<file path="src/rtl/fifo_arb_pkg.sv">
// ============================================================================
// Module      : fifo_arb_pkg
// Description : Shared state encoding and sizing constants for the FIFO
//               write-side round-robin arbiter.
// Revision    : 1.0 - initial release
// ============================================================================
`default_nettype none

package fifo_arb_pkg;

    localparam int NUM_REQ_DEF    = 4;
    localparam int DATA_WIDTH_DEF = 8;
    localparam int IDX_W_DEF      = $clog2(NUM_REQ_DEF);

    typedef enum logic [1:0] {
        ST_IDLE  = 2'd0,
        ST_ARB   = 2'd1,
        ST_STALL = 2'd2
    } arb_state_t;

    // Index width for a requester count; a single requester still needs one bit.
    function automatic int idx_width(input int n);
        return (n > 1) ? $clog2(n) : 1;
    endfunction

endpackage

`default_nettype wire

</file>
<file path="src/rtl/fifo_wr_arbiter_rr_pick.sv">
// ============================================================================
// Module      : rr_pick
// Description : Combinational round-robin selector: first eligible index
//               after 'last', wrapping modulo NUM_REQ.
// Revision    : 1.0 - initial release
// ============================================================================
`default_nettype none

module rr_pick
    import fifo_arb_pkg::*;
#(
    parameter int NUM_REQ = NUM_REQ_DEF,
    parameter int IDX_W   = IDX_W_DEF
) (
    input  logic [NUM_REQ-1:0] eligible,
    input  logic [IDX_W-1:0]   last,
    output logic               valid,
    output logic [IDX_W-1:0]   index
);

    int               w_cand;
    logic [IDX_W-1:0] w_cand_idx;

    // Scan from the farthest offset down so the nearest eligible index wins.
    always_comb begin
        valid      = 1'b0;
        index      = '0;
        w_cand     = 0;
        w_cand_idx = '0;
        for (int off = NUM_REQ; off >= 1; off--) begin
            w_cand     = (int'(last) + off) % NUM_REQ;
            w_cand_idx = IDX_W'(w_cand);
            if (eligible[w_cand_idx]) begin
                valid = 1'b1;
                index = w_cand_idx;
            end
        end
    end

endmodule

`default_nettype wire

</file>
<file path="src/rtl/fifo_wr_arbiter.sv">
// ============================================================================
// Module      : fifo_wr_arbiter
// Description : Round-robin arbiter merging NUM_REQ write requesters into one
//               FIFO write port, with full-flag stall and overflow counter.
// Revision    : 1.0 - initial release
// ============================================================================
`default_nettype none

module fifo_wr_arbiter
    import fifo_arb_pkg::*;
#(
    parameter int NUM_REQ    = NUM_REQ_DEF,
    parameter int DATA_WIDTH = DATA_WIDTH_DEF
) (
    input  logic                          wclk,
    input  logic                          wrst,
    input  logic                          en,
    input  logic [NUM_REQ-1:0]            req,
    input  logic [NUM_REQ*DATA_WIDTH-1:0] req_data,
    input  logic                          full,
    input  logic                          overflow,
    output logic [NUM_REQ-1:0]            grant,
    output logic                          wen,
    output logic [DATA_WIDTH-1:0]         wdata,
    output logic                          stall,
    output logic [7:0]                    ovf_cnt
);

    localparam int               c_idx_w    = idx_width(NUM_REQ);
    localparam logic [c_idx_w-1:0] c_last_rst = c_idx_w'(NUM_REQ - 1);

    arb_state_t              r_state;
    arb_state_t              w_next_state;
    logic [c_idx_w-1:0]      r_last;
    logic [NUM_REQ-1:0]      r_grant;
    logic                    r_wen;
    logic [DATA_WIDTH-1:0]   r_wdata;
    logic [7:0]              r_ovf_cnt;

    logic [NUM_REQ-1:0]      w_eligible;
    logic                    w_pick_valid;
    logic [c_idx_w-1:0]      w_pick_idx;
    logic                    w_issue;
    logic [NUM_REQ-1:0]      w_onehot;
    logic [DATA_WIDTH-1:0]   w_sel_data;

    // A requester granted this cycle is still showing the data just consumed.
    assign w_eligible = req & ~r_grant;

    rr_pick #(
        .NUM_REQ (NUM_REQ),
        .IDX_W   (c_idx_w)
    ) u_rr_pick (
        .eligible (w_eligible),
        .last     (r_last),
        .valid    (w_pick_valid),
        .index    (w_pick_idx)
    );

    always_comb begin
        w_onehot   = '0;
        w_sel_data = '0;
        for (int i = 0; i < NUM_REQ; i++) begin
            if (w_pick_idx == c_idx_w'(i)) begin
                w_onehot[i] = 1'b1;
                w_sel_data  = req_data[i*DATA_WIDTH +: DATA_WIDTH];
            end
        end
    end

    // All states share one edge rule; the state only remembers a full-blocked wait.
    always_comb begin
        w_next_state = ST_IDLE;
        w_issue      = 1'b0;
        case (r_state)
            ST_IDLE, ST_ARB, ST_STALL: begin
                if (!en || !w_pick_valid) begin
                    w_next_state = ST_IDLE;
                end else if (full) begin
                    w_next_state = ST_STALL;
                end else begin
                    w_next_state = ST_ARB;
                    w_issue      = 1'b1;
                end
            end
            default: w_next_state = ST_IDLE;
        endcase
    end

    always_ff @(posedge wclk or posedge wrst) begin
        if (wrst) begin
            r_state   <= ST_IDLE;
            r_last    <= c_last_rst;
            r_grant   <= '0;
            r_wen     <= 1'b0;
            r_wdata   <= '0;
            r_ovf_cnt <= '0;
        end else begin
            r_state <= w_next_state;
            r_wen   <= w_issue;
            r_grant <= w_issue ? w_onehot : '0;
            if (w_issue) begin
                r_wdata <= w_sel_data;
                r_last  <= w_pick_idx;
            end
            if (overflow && (r_ovf_cnt != 8'hFF)) begin
                r_ovf_cnt <= r_ovf_cnt + 8'd1;
            end
        end
    end

    assign grant   = r_grant;
    assign wen     = r_wen;
    assign wdata   = r_wdata;
    assign stall   = (r_state == ST_STALL);
    assign ovf_cnt = r_ovf_cnt;

endmodule

`default_nettype wire

</file>
<file path="config.mk">
export PLATFORM = sky130hd
export DESIGN_NAME = fifo_wr_arbiter
export DESIGN_NICKNAME = d
export VERILOG_FILES = /design/src/rtl/fifo_arb_pkg.sv /design/src/rtl/fifo_wr_arbiter_rr_pick.sv /design/src/rtl/fifo_wr_arbiter.sv
export SDC_FILE = /design/constraint.sdc
export NUM_CORES = 1
export LEC_CHECK = 0
export BUFFER_PORTS_ARGS = -buffer_cell sky130_fd_sc_hd__clkbuf_2
export CAP_MARGIN = 20
export CORE_ASPECT_RATIO = 0.5
export CORE_MARGIN = 5
export CORE_UTILIZATION = 48
export CTS_BUF_LIST = sky130_fd_sc_hd__clkbuf_2 sky130_fd_sc_hd__clkbuf_4 sky130_fd_sc_hd__clkbuf_8
export DETAILED_ROUTE_END_ITERATION = 12
export PLACE_DENSITY_LB_ADDON = 0.2
export SYNTH_ARGS = -nofsm -noshare
export SYNTH_HDL_FRONTEND = slang
export SYNTH_HIERARCHICAL = 1
export SYNTH_SLANG_ARGS = --single-unit
</file>
<file path="constraint.sdc">
create_clock -name wclk -period 2.6 [get_ports wclk]
set_input_delay 0.26 -clock wclk [delete_from_list [all_inputs] [get_ports wclk]]
set_output_delay 0.26 -clock wclk [all_outputs]
set_load 0.02 [all_outputs]
</file>
# After elaboration in Yosys (flattened, before gate mapping)

Cells that the tools add are included.

Output and inout bits: 22
Bits in registers: 25
Input bits: 41
Logic and storage cells: 61

Bitwise logic cells: 2
Muxes and demuxes: 31
Order comparisons: 4
Equal/unequal tests: 6
Reductions and logical operators: 7
Add/subtract/negate cells: 5

Operators with widths:

| cell                                               | number |
|---|---|
| 2-to-1 mux 8 bit                                   | 4 |
| 2-to-1 mux 1 bit                                   | 15 |
| 2-to-1 mux 2 bit                                   | 7 |
| < comparator 2 x 3 -> 1 bit, second input constant | 4 |
| adder 8 x 1 -> 8 bit, second input constant        | 1 |
| binary-select mux 1 bit (select 2 bit)             | 4 |
| inequality test 8 bit, second input constant       | 1 |
| == test 2 bit, second input constant               | 3 |
| adder 2 x 1 -> 2 bit, second input constant        | 2 |
| adder 2 bit, second input constant                 | 2 |
| AND 4 bit                                          | 1 |
| == test 2 x 1 -> 1 bit, second input constant      | 2 |
| logical NOT 2 bit                                  | 2 |
| 2-to-1 mux 4 bit                                   | 1 |
| NOT 4 bit                                          | 1 |
| OR reduction 3 bit                                 | 1 |
| logical NOT 1 bit                                  | 2 |
| logical AND 1 bit                                  | 1 |
| logical OR 1 bit                                   | 1 |

# Depth between registers and ports, before layout

Gate-level depths: netlist of run 1.

Depth after elaboration: 13
Mapped depth: 7
Gate-level depth less buffers: 6

# Modules after synthesis

The synthesis of run 1 kept the hierarchy.

Modules (own cells, without submodules):

| module          | cells an instance | times used | area an instance (um2) | seq. area each (um2) |
|---|---|---|---|---|
| fifo_wr_arbiter | 86                | 1          | 1,241.2                | 603.1 |
| rr_pick         | 14                | 1          | 91.3                   | 0.0 |

# Least setup slack after synthesis of run 1

Ideal clock, no wire load.

Kind: flip-flop to flip-flop
From: register r_grant[3], in the netlist grant[3]
To: register r_wdata[0], in the netlist wdata[0]
Clock period less this slack: 2,183 ps
Stages on the path, launching flop included: 8
Library setup time: 125 ps
Data arrival time: 2,058 ps
Path buffers: 1
Slack: 417 ps
Data required time: 2,475 ps
Path through: dfrtp_1 nor2b_1 and2b_1 a21oi_2 o221ai_2 buf_6 mux4_2 mux2_4

Cells in the longest elaborated chain, start to end: 13
Elaborated cells between the ends (all ways): 30
Classes of those cells: eq/ne: 3; mux: 22; bitwise: 2; reduce/logical: 3

RTL lines:

| what                                   | RTL line                      | source |
|---|---|---|
| start, declared                        | fifo_wr_arbiter.sv:35         | `logic [NUM_REQ-1:0] r_grant;` |
| start signal, assigned                 | fifo_wr_arbiter.sv:101        | `r_grant <= w_issue ? w_onehot : '0;` |
| NOT 4 bit *                            | fifo_wr_arbiter.sv:48         | `assign w_eligible = req & ~r_grant;` |
| AND 4 bit *                            | fifo_wr_arbiter.sv:48         |  |
| via w_eligible[3]                      | fifo_wr_arbiter.sv:40         | `logic [NUM_REQ-1:0] w_eligible;` |
| binary-select mux 1 bit (select 2 bit) | fifo_wr_arbiter_rr_pick.sv:33 | `if (eligible[w_cand_idx]) begin` |
| 2-to-1 mux 1 bit (not written as such) | fifo_wr_arbiter_rr_pick.sv:33 |  |
| 2-to-1 mux 2 bit (3 in series)         | fifo_wr_arbiter_rr_pick.sv:33 |  |
| 2-to-1 mux 2 bit *                     | fifo_wr_arbiter_rr_pick.sv:33 |  |
| via w_pick_idx[0]                      | fifo_wr_arbiter.sv:42         | `logic [c_idx_w-1:0] w_pick_idx;` |
| logical NOT 2 bit                      | fifo_wr_arbiter.sv:64         | `if (w_pick_idx == c_idx_w'(i)) begin` |
| 2-to-1 mux 8 bit (3 in series)         | fifo_wr_arbiter.sv:64         |  |
| 2-to-1 mux 8 bit *                     | fifo_wr_arbiter.sv:64         |  |
| end signal, assigned                   | fifo_wr_arbiter.sv:103        | `r_wdata <= w_sel_data;` |
| end, declared                          | fifo_wr_arbiter.sv:37         | `logic [DATA_WIDTH-1:0] r_wdata;` |

Mark *: on every way through the listed nets, which the timed path passes. The rest lies on a longest branch. The select of a mux whose other input is x is not followed.
A chain may end at the register's enable or synchronous reset.

# Final worst setup path of run 1

From: register r_grant[3], in the netlist grant[3]
To: register r_wdata[4], in the netlist wdata[4]

The elaborated chain is that of the path after synthesis.

==> flow_summary.ini, run 1 <==
[run_status]
status = finished clean

[die]
die_w_um = 84.5
fp.dieH_um = 47.3
initial_core_util_pct = 50.9
fp.coreArea_um2 = 2620
io_pins = 63
die_area_um2 = 3990
rows = 13

[timing]
hold_viol = 0
fin_ws_ns = 0.282
relSlewSlack_pct = 31.3
period_share_pct = 89.2
tns_ns = 0
tightestPinTransition_ns = 1.03
whs_ns = 0.146
finalSetupViolCount = 0
rsz0062_at_grt = false
period_needed_ns = 2.32
clock_skew_ns = 0.00433
slew_viol_final = 0
fmax_mhz = 431

[setup_path]
path_cells = nor2b_1 > a31oi_1 > a21oi_1 > mux4_1 > mux2_2
path_buf_inv = 0
r2r-start = grant[3]
end_kind = register
slowest_delay_ns = 0.80
critPathMaxFanout = 13
start_kind = register
timing.rr.end = wdata[4]
reg2reg_slack_ns = 0.28
cp_top_family = compound AO/OA/AOI/OAI gates
cp.arrival_ns = 2.46
crit_type = register to register
slowest_stage = a21oi_1
required_ns = 2.75
reg2reg_depth = 5

[placed_design]
pre_cts_ws_ns = 0.274
hpwl_um = 2340
dp_cells = 198
gp_congestion = 0.715
place_area_um2 = 1680
numPortBuffers = 62

[layout]
most-common-layout-cells = clkbuf_2 (62), dfrtp_1 (22), mux2_2 (8)
nNetsFinal = 208
finalNonFillerCells = 201
layout_commonest_cell = clkbuf_2
diodes = 0
area.growth.synth_to_final_pct = 29.3
final_area_um2 = 1720
drive_gt1_share_pct = 56.7

[clock_network]
clockBufferDepth = 2
htree_levels = 1
clkSlewWorstSetupHoldPaths_ns = 0.07
cts_root_buffer = clkbuf_8
cts_sinks = 24
cts_resized = 0
post-cts-setup-buffers = 0
tritoncts = built
numCtsBuffers = 3
ctsHoldBuffers = 0
clk_latency_ns = 0.26

[drt]
drt-total-wl_um = 2790
wl_per_cell_um = 13.9
drt-met1-wl_um = 1080
top_layer_used = met4
antenna_left = 0
drt_pass1_iterations = 4
vias_per_cell = 5.20
dr_wl_met3_um = 204
drcViolationCount = 0
wl_met2_um = 1480
num_vias = 1045
drtIter0Drc = 25

[grt]
grt_max_degree = 25
track_usage_pct = 14.5
grt_pass1_wl_um = 4470
grt_pass1_vias = 1056
antenna_found_initial = 0
overflow = 0

[logic_synthesis]
synthFlopType = dfrtp_1
syn_area_um2 = 1330
avgSynthCellArea_um2 = 13.3
yosysSeqAreaShare_pct = 45.3
synth_enable_flop_cells = 0
synth-seq-cells = 24
syn-num-nets = 142
yosysUniqueCellTypes = 34
ys_async_sr_fraction_pct = 100
ys_warn_count = 6
syn_inst = 100

[power]
switching_share_pct = 38.7
ir_drop_uv = 511
p_switching_mw = 0.653
leakage_nw = 0.872
p_clk_share_pct = 12.2
power_frac_seq_pct = 38.9
power_frac_comb_pct = 48.9
p_per_area_nw_per_um2 = 980
p_int_mw = 1.04

[worst_hold_path]
hold_path_class = primary input to asynchronous set/reset pin

[job]
max-cap-violations = 0
worst max-delay path by stage:
stage,depth (start not counted),slack [ns],to,from
after global routing,7,0.15,wdata[7],grant[3]
after global placement,7,0.35,wdata[4],req[0]
final,5,0.28,wdata[4],grant[3]
after floorplan,7,0.42,wdata[0],grant[3]
after CTS,7,0.27,wdata[3],grant[3]
after detailed placement,5,0.27,wdata[4],grant[3]
layout make-up:
class / count / area, um^2
fill: 220 / 896
multi-input combinational: 68 / 688
sequential: 24 / 603
timing repair buffer: 64 / 325
tap: 37 / 46.3
clock buffer: 3 / 41.3
inverter: 5 / 18.8
power by group through the flow:
stage	combinational, mW	sequential [mW]	clock (mW)
6_report	0.826	0.657	0.207
5_1_grt	0.895	0.683	0.228
4_1_cts	0.839	0.660	0.216
3_5_place_dp	0.840	0.662	0
3_3_place_gp	0.816	0.655	0
2_1_floorplan	0.462	0.792	0
logic make-up (layout without fill, tap and decap cells):
| family | Yosys count | after routing | share of synthesized area (%) |
|---|---|---|---|
| and+or+nand+nor | 29 | 29 | 12.8 |
| DFF | 24 | 24 | 45.3 |
| muxes | 22 | 22 | 27.5 |
| AOI/OAI and AO/OA | 12 | 12 | 7.79 |
| buffers and inverters | 8 | 72 | 3.10 |
| xor gates and xnor gates | 4 | 4 | 2.63 |
| adders and majority gates | 1 | 1 | 0.939 |
state kept, by name (all words and copies together) (netlist names):
signal and cells:
grant 4, wdata 8, wen 1, ovf_cnt 8, r_last 2, r_state 1
cells in the mapped netlist, types with 2 or more instances:
cell type,count,area (um^2)
dfrtp_1,22,551
mux2_2,8,90.1
inv_1,5,18.8
mux2_4,5,75.1
mux4_2,5,113
nand2b_1,5,31.3
nor2b_1,5,31.3
nand2_1,4,15.0
a21oi_1,3,15.0
mux4_1,3,78.8
nor2_1,3,11.3
xor2_1,3,26.3
a211oi_1,2,15.0
a31oi_1,2,12.5
and3_1,2,12.5
and3b_2,2,20.0
dfstp_2,2,52.6
nand3_1,2,10.0
nor3_1,2,10.0
layer usage:
layer / global-route usage (%) / vias to the layer above
met2: 29.2 / 39
li1: - / 501
met1: 14.8 / 501
met5: 0 / -
met3: 5.08 / 4
met4: 4.73 / 0
through the flow:
step	util (%)	power, mW
after floorplan	-	1.25
after global placement	64.2	1.47
after detailed placement	64.2	1.50
after CTS	65.8	1.71
after global routing	65.8	1.81
final	65.8	1.69
Note: power is estimated with default switching activity, not from simulation.
==> inputs of run 2 (changes only) <==
--- a/config.mk
+++ b/config.mk
@@ -9,7 +9,7 @@
 export CAP_MARGIN = 20
 export CORE_ASPECT_RATIO = 0.5
 export CORE_MARGIN = 5
-export CORE_UTILIZATION = 48
+export CORE_UTILIZATION = 51
 export CTS_BUF_LIST = sky130_fd_sc_hd__clkbuf_2 sky130_fd_sc_hd__clkbuf_4 sky130_fd_sc_hd__clkbuf_8
 export DETAILED_ROUTE_END_ITERATION = 12
 export PLACE_DENSITY_LB_ADDON = 0.2
==> constraint.sdc (replaced) <==
create_clock -name wclk -period 2.7 [get_ports wclk]
set_input_delay 0.27 -clock wclk [delete_from_list [all_inputs] [get_ports wclk]]
set_output_delay 0.27 -clock wclk [all_outputs]
set_load 0.02 [all_outputs]
==> run 2 against run 1 <==
Against the previous run: sequential power shrank 3.2%; final area up 1.2%; critical path type unchanged; wire length is 12% higher; final cell count is 1.0% higher; non-clock buffer count rose by 1; clock skew shrank 0.00056 ns; die area is 4.9% lower; critical endpoint is now wdata[0].
==> flow_summary.ini, run 2 (synthesized netlist as in run 1, its figures left out) <==
[clock_network]
numCtsBuffers = 3
clk_latency_ns = 0.27
cts_root_buffer = clkbuf_8
tritoncts = built
clkSlewWorstSetupHoldPaths_ns = 0.08
post-cts-setup-buffers = 0
ctsHoldBuffers = 0
htree_levels = 1
cts_sinks = 24
clockBufferDepth = 2
cts_resized = 0

[setup_path]
cp.arrival_ns = 2.49
crit_type = register to register
end_kind = register
slowest_stage = a21oi_1
critPathMaxFanout = 13
path_cells = nor2b_1 > a31oi_1 > a21oi_1 > mux4_2 > mux2_4
start_kind = register
slowest_delay_ns = 0.78
required_ns = 2.85

[die]
die_area_um2 = 3800
fp.coreArea_um2 = 2550
fp.dieH_um = 46.1
die_w_um = 82.3
rows = 13
io_pins = 63
initial_core_util_pct = 52.2

[timing]
rsz0062_at_grt = false
period_share_pct = 86.4
period_needed_ns = 2.33
slew_viol_final = 0
fmax_mhz = 428
relSlewSlack_pct = 33.3
tightestPinTransition_ns = 1.00
finalSetupViolCount = 0
hold_viol = 0
fin_ws_ns = 0.366
tns_ns = 0
clock_skew_ns = 0.00377

[layout]
multi_input_area_um2 = 688
layout_commonest_cell = clkbuf_2
area.growth.synth_to_final_pct = 30.9
final_area_um2 = 1740
most-common-layout-cells = clkbuf_2 (62), dfrtp_1 (22), mux2_2 (8)
diodes = 0
nNetsFinal = 209
drive_gt1_share_pct = 57.2
seq_area_um2 = 603
fin_util_pct = 68.3
fillers = 207

[placed_design]
place_area_um2 = 1690
gp_congestion = 0.900
numPortBuffers = 62
pre_cts_ws_ns = 0.339
hpwl_um = 2570

[grt]
track_usage_pct = 18.2
grt_pass1_wl_um = 4960
overflow = 0
grt_max_degree = 25
antenna_found_initial = 0
grt_pass1_vias = 1120

[power]
p_per_area_nw_per_um2 = 971
ir_drop_uv = 569
power_mw = 1.69
leakage_nw = 0.884

[drt]
drcViolationCount = 0
drtIter0Drc = 22
wl_per_cell_um = 15.4
num_vias = 1068
vias_per_cell = 5.26
drt_pass1_iterations = 4
drt-total-wl_um = 3120
antenna_left = 0

[worst_hold_path]
hold_path_class = primary input to asynchronous set/reset pin

[job]
max-cap-violations = 0

[run_status]
status = finished clean
==> run 2: metrics by stage <==
stage | cells | hold slack, ns
floorplan | 100 | 0.283
global placement | 199 | 0.473
detailed placement | 199 | 0.495
CTS | 203 | 0.194
global route | 203 | 0.261
finish | 203 | 0.163
==> run 2: where the power goes <==
group	switching [mW]	internal (mW)	leakage, nW
Sequential	0.128	0.508	0.294
Clock	0.110	0.130	0.0288
Combinational	0.419	0.399	0.561
Total	0.657	1.04	0.884
==> run 2: final timing paths <==
| path | start | end | slack [ns] | depth (start not counted) |
|---|---|---|---|---|
| min in group wclk | full | r_state[1] | 0.26 | 3 |
| max in group asynchronous | wrst | wen | 1.99 | 2 |
| worst min-delay path | wrst | ovf_cnt[6] | 0.16 | 2 |
| worst max register to register | grant[3] | wdata[0] | 0.37 | 5 |
| worst max-delay path | grant[3] | wdata[0] | 0.37 | 5 |
| worst min register to register | wdata[6] | wdata[6] | 0.51 | 1 |
==> run 2: metal layers <==
layer  share of wire [%]  global-route usage [%]  vias to the layer above
met4                 2.5                    7.95                        0
met3                 5.4                    5.47                        8
met2                  55                    34.1                       39
met1                  37                    19.4                      519
met5                   0                       0                        -
li1                    -                       -                      502
==> run 2: layout make-up <==
type	instances	share of cell area [%]
Inverter	5	1.08
Multi-Input combinational cell	68	39.5
Tap cell	37	2.65
Clock buffer	4	3.16
Timing Repair Buffer	65	19.1
Sequential cell	24	34.6
==> run 2: worst max-delay path, delay by kind of cell, from the launching register on <==
family / cells / cell delay (ns)
flip-flops: 1 / 0.39
AND/OR/NAND/NOR: 1 / 0.22
multiplexers: 2 / 0.70
AO/OA/AOI/OAI: 2 / 0.91
